### config.mk
export PLATFORM = sky130hd
export DESIGN_NAME = neopixel_rx_flat
export DESIGN_NICKNAME = d
export VERILOG_FILES = /design/src/rtl/neopixel_rx_pkg.sv /design/src/rtl/neopixel_rx_if.sv /design/src/rtl/neopixel_rx_sync_edge.sv /design/src/rtl/neopixel_rx.sv /design/src/flat_wrapper.sv
export SDC_FILE = /design/constraint.sdc
export NUM_CORES = 1
export LEC_CHECK = 0
export ABC_AREA = 1
export ABC_CLOCK_PERIOD_IN_PS = 6000
export CAP_MARGIN = 5
export CORE_UTILIZATION = 50
export CTS_BUF_LIST = sky130_fd_sc_hd__clkbuf_16
export DETAILED_ROUTE_END_ITERATION = 8
export GPL_TIMING_DRIVEN = 0
export PLACE_DENSITY = 0.73
export RECOVER_POWER = 25
export REMOVE_ABC_BUFFERS = 1
export SLEW_MARGIN = 20
export SYNTH_ARGS = -nofsm -noshare
export SYNTH_HDL_FRONTEND = slang
export SYNTH_SLANG_ARGS = --single-unit
export TNS_END_PERCENT = 1
### constraint.sdc
create_clock -name clock_125m -period 6 [get_ports clock_125m]
set_input_delay 1.2 -clock clock_125m [delete_from_list [all_inputs] [get_ports clock_125m]]
set_output_delay 1.2 -clock clock_125m [all_outputs]
set_load 0.005 [all_outputs]
### src/rtl/neopixel_rx_pkg.sv
// Shared types and nominal timing for the WS2812 ("neopixel") link.
// Holds the receiver state encoding and the 125 MHz cycle counts that the
// transmitter and receiver both assume.
package neopixel_pkg;

  // Nominal 125 MHz timing shared with the transmitter.
  localparam int unsigned C_T0H_CYCLES        = 50;
  localparam int unsigned C_T1H_CYCLES        = 100;
  localparam int unsigned C_BIT_PERIOD_CYCLES = 156;
  localparam int unsigned C_LATCH_NOM_CYCLES  = 6250;

  // GRB word, G7 first on the wire.
  localparam int unsigned C_BITS_PER_PIXEL = 24;

  // Receiver decode states.
  typedef enum logic [1:0] {
    RX_WAIT_LATCH = 2'd0,
    RX_IDLE       = 2'd1,
    RX_HIGH       = 2'd2,
    RX_LOW        = 2'd3
  } rx_state_t;

endpackage

### src/rtl/neopixel_rx_if.sv
// Neopixel receive bundle: serial line in, decoded pixel/frame results out.
//   neopixel_in  : asynchronous serial line
//   pixel_data   : last complete word, MSB = first bit received
//   pixel_valid  : one-cycle strobe when pixel_data updates
//   pixel_index  : index of pixel_data within the current frame
//   frame_done   : one-cycle strobe at latch detection
//   frame_pixels : complete words in the frame just closed
//   bit_error    : one-cycle strobe on glitch / stuck-high / partial pixel
// master = receiver side, slave = line driver / result consumer.
interface neopixel_rx_if
  import neopixel_pkg::*;
#(
  parameter int unsigned C_BITS_PER_PIXEL = neopixel_pkg::C_BITS_PER_PIXEL
);

  logic                        neopixel_in;
  logic [C_BITS_PER_PIXEL-1:0] pixel_data;
  logic                        pixel_valid;
  logic [15:0]                 pixel_index;
  logic                        frame_done;
  logic [15:0]                 frame_pixels;
  logic                        bit_error;

  modport master (
    input  neopixel_in,
    output pixel_data, pixel_valid, pixel_index,
    output frame_done, frame_pixels, bit_error
  );

  modport slave (
    output neopixel_in,
    input  pixel_data, pixel_valid, pixel_index,
    input  frame_done, frame_pixels, bit_error
  );

endinterface

### src/rtl/neopixel_rx_sync_edge.sv
// Two-flop synchronizer plus history flop and rise/fall detector for one
// asynchronous input. Reusable for any slow asynchronous level.
//   clk, rst   : clock, asynchronous active-high reset
//   async_i    : asynchronous input
//   level_o    : synchronized level (s2)
//   rise_o_c   : combinational rise indication (s2 & ~s3)
//   fall_o_c   : combinational fall indication (~s2 & s3)
module sync_edge
  import neopixel_pkg::*;
(
  input  logic clk,
  input  logic rst,
  input  logic async_i,
  output logic level_o,
  output logic rise_o_c,
  output logic fall_o_c
);

  logic s1_q;
  logic s2_q;
  logic s3_q;

  // Synchronizer chain and history flop.
  always_ff @(posedge clk or posedge rst) begin
    if (rst) begin
      s1_q <= 1'b0;
      s2_q <= 1'b0;
      s3_q <= 1'b0;
    end else begin
      s1_q <= async_i;
      s2_q <= s1_q;
      s3_q <= s2_q;
    end
  end

  assign level_o  = s2_q;
  assign rise_o_c = s2_q & ~s3_q;
  assign fall_o_c = ~s2_q & s3_q;

endmodule

### src/rtl/neopixel_rx.sv
// WS2812 receive decoder. Measures high-pulse widths on clock_125m,
// classifies bits, assembles GRB words and detects the latch gap.
//   clock_125m : sole clock
//   reset      : asynchronous active-high reset
//   bus        : neopixel_rx_if.master (line in, pixel/frame results out)
module neopixel_rx
  import neopixel_pkg::*;
#(
  parameter int unsigned C_BIT_THRESHOLD  = (C_T0H_CYCLES + C_T1H_CYCLES) / 2,
  parameter int unsigned C_MIN_HIGH       = 20,
  parameter int unsigned C_MAX_HIGH       = 140,
  parameter int unsigned C_LATCH_CYCLES   = C_LATCH_NOM_CYCLES,
  parameter int unsigned C_BITS_PER_PIXEL = neopixel_pkg::C_BITS_PER_PIXEL
)(
  input  logic           clock_125m,
  input  logic           reset,
  neopixel_rx_if.master  bus
);

  localparam int unsigned HCW = $clog2(C_MAX_HIGH + 2);
  localparam int unsigned LCW = $clog2(C_LATCH_CYCLES + 1);
  localparam int unsigned BCW = $clog2(C_BITS_PER_PIXEL + 1);
  localparam int unsigned PW  = C_BITS_PER_PIXEL;

  localparam logic [1:0] S_WAIT_LATCH = RX_WAIT_LATCH;
  localparam logic [1:0] S_IDLE       = RX_IDLE;
  localparam logic [1:0] S_HIGH       = RX_HIGH;
  localparam logic [1:0] S_LOW        = RX_LOW;

  localparam logic [HCW-1:0] HIGH_SAT  = HCW'(C_MAX_HIGH + 1);
  localparam logic [HCW-1:0] HIGH_MAX  = HCW'(C_MAX_HIGH);
  localparam logic [HCW-1:0] HIGH_MIN  = HCW'(C_MIN_HIGH);
  localparam logic [HCW-1:0] HIGH_THR  = HCW'(C_BIT_THRESHOLD);
  localparam logic [LCW-1:0] LOW_LATCH = LCW'(C_LATCH_CYCLES);
  localparam logic [BCW-1:0] BIT_LAST  = BCW'(C_BITS_PER_PIXEL - 1);

  logic line;
  logic rise_c;
  logic fall_c;

  logic [1:0]     state_q,        state_d;
  logic [HCW-1:0] high_cnt_q,     high_cnt_d;
  logic [LCW-1:0] low_cnt_q,      low_cnt_d;
  logic [BCW-1:0] bit_cnt_q,      bit_cnt_d;
  logic [15:0]    pix_cnt_q,      pix_cnt_d;
  logic [PW-1:0]  shift_q,        shift_d;
  logic [PW-1:0]  pixel_data_q,   pixel_data_d;
  logic [15:0]    pixel_index_q,  pixel_index_d;
  logic [15:0]    frame_pixels_q, frame_pixels_d;
  logic           pixel_valid_q,  pixel_valid_d;
  logic           frame_done_q,   frame_done_d;
  logic           bit_error_q,    bit_error_d;

  sync_edge u_sync (
    .clk      (clock_125m),
    .rst      (reset),
    .async_i  (bus.neopixel_in),
    .level_o  (line),
    .rise_o_c (rise_c),
    .fall_o_c (fall_c)
  );

  // State, counters and registered outputs.
  always_ff @(posedge clock_125m or posedge reset) begin
    if (reset) begin
      state_q        <= S_WAIT_LATCH;
      high_cnt_q     <= '0;
      low_cnt_q      <= '0;
      bit_cnt_q      <= '0;
      pix_cnt_q      <= '0;
      shift_q        <= '0;
      pixel_data_q   <= '0;
      pixel_index_q  <= '0;
      frame_pixels_q <= '0;
      pixel_valid_q  <= 1'b0;
      frame_done_q   <= 1'b0;
      bit_error_q    <= 1'b0;
    end else begin
      state_q        <= state_d;
      high_cnt_q     <= high_cnt_d;
      low_cnt_q      <= low_cnt_d;
      bit_cnt_q      <= bit_cnt_d;
      pix_cnt_q      <= pix_cnt_d;
      shift_q        <= shift_d;
      pixel_data_q   <= pixel_data_d;
      pixel_index_q  <= pixel_index_d;
      frame_pixels_q <= frame_pixels_d;
      pixel_valid_q  <= pixel_valid_d;
      frame_done_q   <= frame_done_d;
      bit_error_q    <= bit_error_d;
    end
  end

  // Next-state, counter and strobe logic.
  always_comb begin
    state_d        = state_q;
    high_cnt_d     = high_cnt_q;
    low_cnt_d      = low_cnt_q;
    bit_cnt_d      = bit_cnt_q;
    pix_cnt_d      = pix_cnt_q;
    shift_d        = shift_q;
    pixel_data_d   = pixel_data_q;
    pixel_index_d  = pixel_index_q;
    frame_pixels_d = frame_pixels_q;
    pixel_valid_d  = 1'b0;
    frame_done_d   = 1'b0;
    bit_error_d    = 1'b0;

    case (state_q)
      // Resynchronise: need an unbroken low of latch length, no frame_done.
      S_WAIT_LATCH: begin
        if (line) begin
          low_cnt_d = '0;
        end else if (low_cnt_q >= LOW_LATCH) begin
          low_cnt_d = '0;
          state_d   = S_IDLE;
        end else begin
          low_cnt_d = low_cnt_q + LCW'(1);
        end
      end

      S_IDLE: begin
        if (rise_c) begin
          high_cnt_d = HCW'(1);
          state_d    = S_HIGH;
        end
      end

      S_HIGH: begin
        if (high_cnt_q > HIGH_MAX) begin
          // Stuck high: drop partial word and frame progress.
          bit_error_d = 1'b1;
          bit_cnt_d   = '0;
          pix_cnt_d   = '0;
          low_cnt_d   = '0;
          state_d     = S_WAIT_LATCH;
        end else if (fall_c) begin
          low_cnt_d = LCW'(1);
          state_d   = S_LOW;
          if (high_cnt_q < HIGH_MIN) begin
            bit_error_d = 1'b1;
          end else begin
            shift_d = {shift_q[PW-2:0], (high_cnt_q >= HIGH_THR)};
            if (bit_cnt_q == BIT_LAST) begin
              pixel_data_d  = shift_d;
              pixel_valid_d = 1'b1;
              pixel_index_d = pix_cnt_q;
              if (pix_cnt_q != 16'hFFFF) begin
                pix_cnt_d = pix_cnt_q + 16'd1;
              end
              bit_cnt_d = '0;
            end else begin
              bit_cnt_d = bit_cnt_q + BCW'(1);
            end
          end
        end else if (high_cnt_q != HIGH_SAT) begin
          high_cnt_d = high_cnt_q + HCW'(1);
        end
      end

      S_LOW: begin
        if (rise_c) begin
          high_cnt_d = HCW'(1);
          state_d    = S_HIGH;
        end else if (low_cnt_q >= LOW_LATCH) begin
          // Latch: close frame; a partial word is reported and dropped.
          frame_done_d   = 1'b1;
          frame_pixels_d = pix_cnt_q;
          bit_error_d    = (bit_cnt_q != '0);
          bit_cnt_d      = '0;
          pix_cnt_d      = '0;
          low_cnt_d      = '0;
          state_d        = S_IDLE;
        end else begin
          low_cnt_d = low_cnt_q + LCW'(1);
        end
      end

      default: begin
        state_d = S_WAIT_LATCH;
      end
    endcase
  end

  assign bus.pixel_data   = pixel_data_q;
  assign bus.pixel_valid  = pixel_valid_q;
  assign bus.pixel_index  = pixel_index_q;
  assign bus.frame_done   = frame_done_q;
  assign bus.frame_pixels = frame_pixels_q;
  assign bus.bit_error    = bit_error_q;

endmodule

### src/flat_wrapper.sv
// flat-port wrapper written by rule: the top's interface ports become plain ports
module neopixel_rx_flat import neopixel_pkg::*;
#(
  parameter int unsigned C_BIT_THRESHOLD  = (C_T0H_CYCLES + C_T1H_CYCLES) / 2,
  parameter int unsigned C_MIN_HIGH       = 20,
  parameter int unsigned C_MAX_HIGH       = 140,
  parameter int unsigned C_LATCH_CYCLES   = C_LATCH_NOM_CYCLES,
  parameter int unsigned C_BITS_PER_PIXEL = neopixel_pkg::C_BITS_PER_PIXEL
)
  (clock_125m, reset, bus_neopixel_in, bus_pixel_data, bus_pixel_valid, bus_pixel_index, bus_frame_done, bus_frame_pixels, bus_bit_error);
  neopixel_rx_if #(.C_BITS_PER_PIXEL(C_BITS_PER_PIXEL)) bus_i ();
  input  logic clock_125m;
  input  logic reset;
  input wire logic [$bits(bus_i.neopixel_in)-1:0] bus_neopixel_in;
  output wire logic [$bits(bus_i.pixel_data)-1:0] bus_pixel_data;
  output wire logic [$bits(bus_i.pixel_valid)-1:0] bus_pixel_valid;
  output wire logic [$bits(bus_i.pixel_index)-1:0] bus_pixel_index;
  output wire logic [$bits(bus_i.frame_done)-1:0] bus_frame_done;
  output wire logic [$bits(bus_i.frame_pixels)-1:0] bus_frame_pixels;
  output wire logic [$bits(bus_i.bit_error)-1:0] bus_bit_error;
  assign bus_i.neopixel_in = bus_neopixel_in;
  assign bus_pixel_data = bus_i.pixel_data;
  assign bus_pixel_valid = bus_i.pixel_valid;
  assign bus_pixel_index = bus_i.pixel_index;
  assign bus_frame_done = bus_i.frame_done;
  assign bus_frame_pixels = bus_i.frame_pixels;
  assign bus_bit_error = bus_i.bit_error;
  neopixel_rx #(.C_BIT_THRESHOLD(C_BIT_THRESHOLD), .C_MIN_HIGH(C_MIN_HIGH), .C_MAX_HIGH(C_MAX_HIGH), .C_LATCH_CYCLES(C_LATCH_CYCLES), .C_BITS_PER_PIXEL(C_BITS_PER_PIXEL)) u_core (.clock_125m(clock_125m), .reset(reset), .bus(bus_i));
endmodule
# Yosys cells after proc, flatten, opt, wreduce, memory -nomap -nowiden
# Cells that the tools add are included.
# Widths: inputs -> output; s select.
[totals]
out_inout_bits = 59
reg_bits = 129
[classes]
n_eq_ne = 18
n_reduce_logical = 14
bitwise_logic = 7
muxes = 47
order_cmp = 4
n_addsub = 4
[ops]
columns = ["operator", "n"]
rows = [
  ["$mux 16", 7],
  ["$mux 13", 5],
  ["$pmux 13 s3", 1],
  ["$mux 8", 4],
  ["$pmux 16 s2", 1],
  ["$mux 5", 6],
  ["$add 16x1->16 const B", 1],
  ["$ne 16x16->1 const B", 1],
  ["$pmux 8 s2", 1],
  ["$reduce_and 5->1", 3],
  ["$add 13x1->13 const B", 1],
  ["$ge 13x13->1 const B", 1],
  ["$mux 1", 13],
  ["$mux 2", 6],
  ["$pmux 5 s2", 1],
  ["$ne 3x1->1 const B", 3],
  ["$reduce_and 3->1", 3],
  ["$add 8x1->8 const B", 1],
  ["$ge 8x7->1 const B", 1],
  ["$gt 8x8->1 const B", 1],
  ["$lt 8x5->1 const B", 1],
  ["$ne 2x1->1 const B", 4],
  ["$ne 2x2->1 const B", 4],
  ["$ne 8x8->1 const B", 1],
  ["other kinds (16)", 23],
]

# Logic depth before layout (Yosys ltp)
[logic_depth]
word_depth = 7
ltp_mapped = 12

# Cells and area by module
# From an unflattened synthesis, not the netlist that was laid out.
[hier_totals]
cells_unflattened = 737
hier_area_um2 = 6048.3
[modules_own_cells]
columns = ["module", "area_per_inst_um2", "cells_per_inst", "instances", "seq_area_each_um2"]
rows = [
  ["neopixel_rx", 5954.5, 729, 1, 3153.0],
  ["sync_edge", 93.8, 8, 1, 75.1],
]

# Least setup slack after synthesis
# OpenSTA, ideal clock, no wires.
[synth_path]
kind = "register to register"
startpoint = "register u_core.high_cnt_q[0]"
endpoint = "register u_core.pix_cnt_q[0]"
slack_ns = 4.259
arrival_ns = 1.624
t_required_ns = 5.883
path_stages_with_launch = 12
cell_sequence = "dfrtp_1 > inv_1 > ha_1 > nor2_2 > o21ai_4 > nand2_1 > inv_1 > nor2_4 > nand3_4 > buf_6 > nand2_1 > nand2_1"
[synth_via]
elab_chain_cells = 3
elab_cells_between_ends = 9
classes_between = "order compare (2); eq/ne (4); mux (2); reduce/logical (1)"
[synth_rtl]
columns = ["element", "line_no", "source"]
rows = [
  ["start: declaration", "neopixel_rx.sv:42", "logic [HCW-1:0] high_cnt_q, high_cnt_d;"],
  ["start signal: assignment", "neopixel_rx.sv:80", "high_cnt_q <= high_cnt_d;"],
  ["$lt 8x5->1 / $gt 8x8->1 (equally long branches)", "neopixel_rx.sv:140, neopixel_rx.sv:130", ""],
  ["$ne 3x2->1 (no source line), or another cell as far along", "n/a", ""],
  ["$reduce_and 7->1 (no source line) / $pmux 16 s2 (equally long branches)", "n/a", ""],
  ["end signal: assignment", "neopixel_rx.sv:83", "pix_cnt_q <= pix_cnt_d;"],
  ["end: declaration", "neopixel_rx.sv:45", "logic [15:0] pix_cnt_q, pix_cnt_d;"],
]
# Parallel ways exist; a longest one is shown, timed or not.
# A chain may end at the register's enable or synchronous reset.

==> key figures <==
Synth
  – Avg Cell Area, Syn: approximately 8.2 um2
  – Synth warnings: 0
  – Share of the synthesized area in the top cell type: between 50 and 60%
  – Most frequent cell after synthesis: nand2_1
  – Asr flop ratio synth: 100%
  – Post-synth cell types: 32
  – Gate Count Post-Synth: ~750
  – Register area share after synthesis: a little over half
  – Top post-synthesis cells by area: dfrtp_1, nand2_1, inv_1, o21ai_0, nor2_1
  – Post-Syn Area: approximately 6000 um2
  – Cell taking the most area after synthesis: dfrtp_1
  – Seq cells post-synth: approximately 130
  – EDFF count, synth: 0
  – Synth Flop Type: dfrtp_1
  – Commonest cells in the synthesized netlist: nand2_1, dfrtp_1, inv_1, nor2_1, o21ai_0

Power
  – Clock share of power: between 50 and 60%
  – Cell internal pwr: about 1600 uW
  – Combinational fraction of design power: under 10%
  – Net Sw Frac: between 10% and 20%
  – Worst vdd ir: around 0.14 mV
  – Net Switching: around 400 uW
  – Leakage power: about 0.0033 uW
  – Sequential share of power: a little over two fifths
  – Power per Cell Area: approximately 270 nW/um2

Clock network
  – Clk root buf: clkbuf_16
  – CTS tree: yes
  – Setup Fix Bufs, Post-CTS: 0
  – CTS Buf Count: 17
  – H-tree levels: 4
  – Num Clock Sinks: around 130
  – Clock transition at path regs: 50 ps
  – Cts hold-fix bufs: 0
  – Worst skew pair latency: ~410 ps
  – Post-CTS resize count: 0
  – CTS Buffer Depth: 2

Global route
  – Wire length of the first global-routing pass: 22.2 mm
  – Number of global-route vias before repair: 4,886
  – Global Route Usage Sum: between 20% and 30%
  – GRT overflow: 0
  – Initial antenna violation count: 0
  – Pin count of the biggest net entering global routing: 80

Worst setup path
  – Cell family with most CP delay: buffers and inverters
  – RR Startpoint: u_core.high_cnt_q[0]
  – Data arrival, critical path: about 3300 ps
  – Worst reg2reg path depth: 9
  – Worst path cell trace: dlygate4sd3_1 > clkinvlp_2
  – Crit Path Class: in2async
  – Crit Reg-Reg Endpoint: u_core.bus.pixel_data[17]
  – CP startpoint: reset
  – Max incr delay on CP: between 1000 and 1500 ps
  – WP depth: 2
  – Worst Path Max Fanout: just under 60
  – Worst path required time: a little over 6000 ps
  – Worst path bufs/invs: 2
  – Setup crit end: u_core.high_cnt_q[6]
  – Setup crit start kind: primary input
  – Critical-path top delay cell: clkinvlp_2
  – Critical Path End Type: async pin
  – R2R setup slack: ~2900 ps

STA
  – Worst setup slack after layout: 2850 ps
  – Fin. Hold Viols: 0
  – Worst slew pin tran: between 2000 and 3000 ps
  – Sum of negative setup slack: 0 ps
  – Final period utilization: 52.5%
  – Fmax achieved: around 320 MHz
  – Post-Route Skew: between 5 and 6 ps
  – Hold Worst Slack: approximately 350 ps
  – Relative slew slack: -74.9%
  – Final worst path period need: between 3000 and 4000 ps
  – Setup violations, final: 0
  – Count of pins over their slew limit: between 50 and 60
  – RSZ-0062 raised after global routing: no

Job
  – Max Cap Viol: 1

Floorplan
  – # IOs: 62
  – Core area: 11,700 um2
  – Die X: between 100 and 150 um
  – Die area: 12,600 um2
  – # rows: 39
  – Initial core utilization: a little over half
  – Die Height: between 100 and 150 um

Final layout
  – N_diodes: 0
  – Post-Layout Cell Count: 957
  – Ratio of cells with drive above 1 in the final layout: under 10%
  – Layout Nets: around 800
  – Filler cells: 972
  – Final core occ: a little under two thirds
  – Syn-to-layout area delta: 21.7%

Placed design
  – GP Congestion: 0.875
  – Dpl cells: just over 900
  – Final HPWL DP: 8.24 mm
  – IO Port Bufs: 61
  – Place WS: slightly below 3000 ps

Route
  – Drt total wl: roughly 12 mm
  – DRT antenna net count: 0
  – Vias: ~5,000
  – M1 WL: between 5 and 6 mm
  – DR WL met2: around 6 mm
  – Vias/cell: ~5.2
  – DRT iter0 DRCs: roughly 320
  – Number of remaining DRC errors: 0
  – Detailed Routing Iterations Pass 1: 5
  – Max Used Layer: met4
  – DR WL met3: 539 um
  – DR WL/cell: 13.0 um

Run status
  – Status: finished, violations left
  – Violated checks: capacitance limit, slew limit

Hold path
  – Hold Path Class: reg2reg
-- layer usage --
layer / vias up / track usage (%)
met3: 12 / 4.64
met1: 2327 / 28.8
met5: - / 0
met4: 0 / 8.89
met2: 119 / 35.9
li1: 2492 / -
-- cell families after synthesis --
kind of cell / count (synthesis) / synth area share (%)
simple gates: 352 / 24.7
flops: 129 / 53.0
buf+inv: 122 / 8.07
compound gates: 120 / 10.5
xor+xnor: 14 / 2.01
fa+ha+maj: 8 / 1.64
-- per-stage QoR --
stage / cell area [um2] / total power, uW
2_1_floorplan: 5960 / 910
3_3_place_gp: 6750 / 918
3_5_place_dp: 6790 / 922
4_1_cts: 7430 / 2030
5_1_grt: 7410 / 2080
6_report: 7410 / 2010
-- cell usage in the layout, fill, tap and decap left out, drive strengths merged --
cell type      synthesis  layout
nand2                218     218
a31oi                  2       2
clkdlybuf4s50          0      59
xor2                  12      12
clkinvlp               0       5
ha                     8       8
nand4                 25      25
bufinv                 0       5
inv                   97      96
o21bai                 1       1
nor3                   9       9
nand3                 28      28
clkinv                 0       6
clkbuf                13      17
xnor2                  2       2
o21ai                 97      97
nor4                   2       2
dfrtp                129     129
buf                   12       1
o31ai                  6       6
and2                   1       1
o221ai                 1       1
dlygate4sd3            0       2
a21o                   1       1
a21oi                 12      12
nor2                  69      69
-- state kept, by name, indices dropped and copies added, names as in the netlist, 2 cells and up --
| name | cells |
|---|---|
| u_core.bus.pixel_data | 24 |
| u_core.pix_cnt_q | 16 |
| u_core.bus.frame_pixels | 16 |
| u_core.state_q | 2 |
| u_core.bit_cnt_q | 5 |
| u_core.bus.pixel_index | 16 |
| u_core.shift_q | 23 |
| u_core.high_cnt_q | 8 |
| u_core.low_cnt_q | 13 |
-- how the worst min path moves through the flow --
stage | startpoint | end | slack, ps | cells after the start
after floorplan | u_core.u_sync.s1_q | u_core.u_sync.level_o | 330 | 0
after global placement | u_core.u_sync.s1_q | u_core.u_sync.level_o | 330 | 0
after detailed placement | u_core.u_sync.s1_q | u_core.u_sync.level_o | 330 | 0
after CTS | u_core.u_sync.s1_q | u_core.u_sync.level_o | 350 | 0
after global routing | u_core.u_sync.s1_q | u_core.u_sync.level_o | 370 | 0
final | u_core.u_sync.s1_q | u_core.u_sync.level_o | 350 | 0
-- power groups by stage --
stage / sequential (uW) / clock (uW) / combinational, uW
floorplan: 890 / 0 / 19.9
global placement: 891 / 0 / 26.7
detailed placement: 891 / 0 / 30.7
CTS: 876 / 1120 / 30.8
global route: 876 / 1170 / 35.1
finish: 876 / 1110 / 28.6
-- area by class of cell --
type	count	area (um2)	area share [%]
multi-input cells	494	2360	31.8
clock buffers	17	425	5.74
well taps	143	179	2.41
inverters	97	368	4.96
flip-flops and latches	129	3230	43.6
clock inverters	15	216	2.92
repair buffers	62	638	8.61
Power figures use the tool's default switching activity.
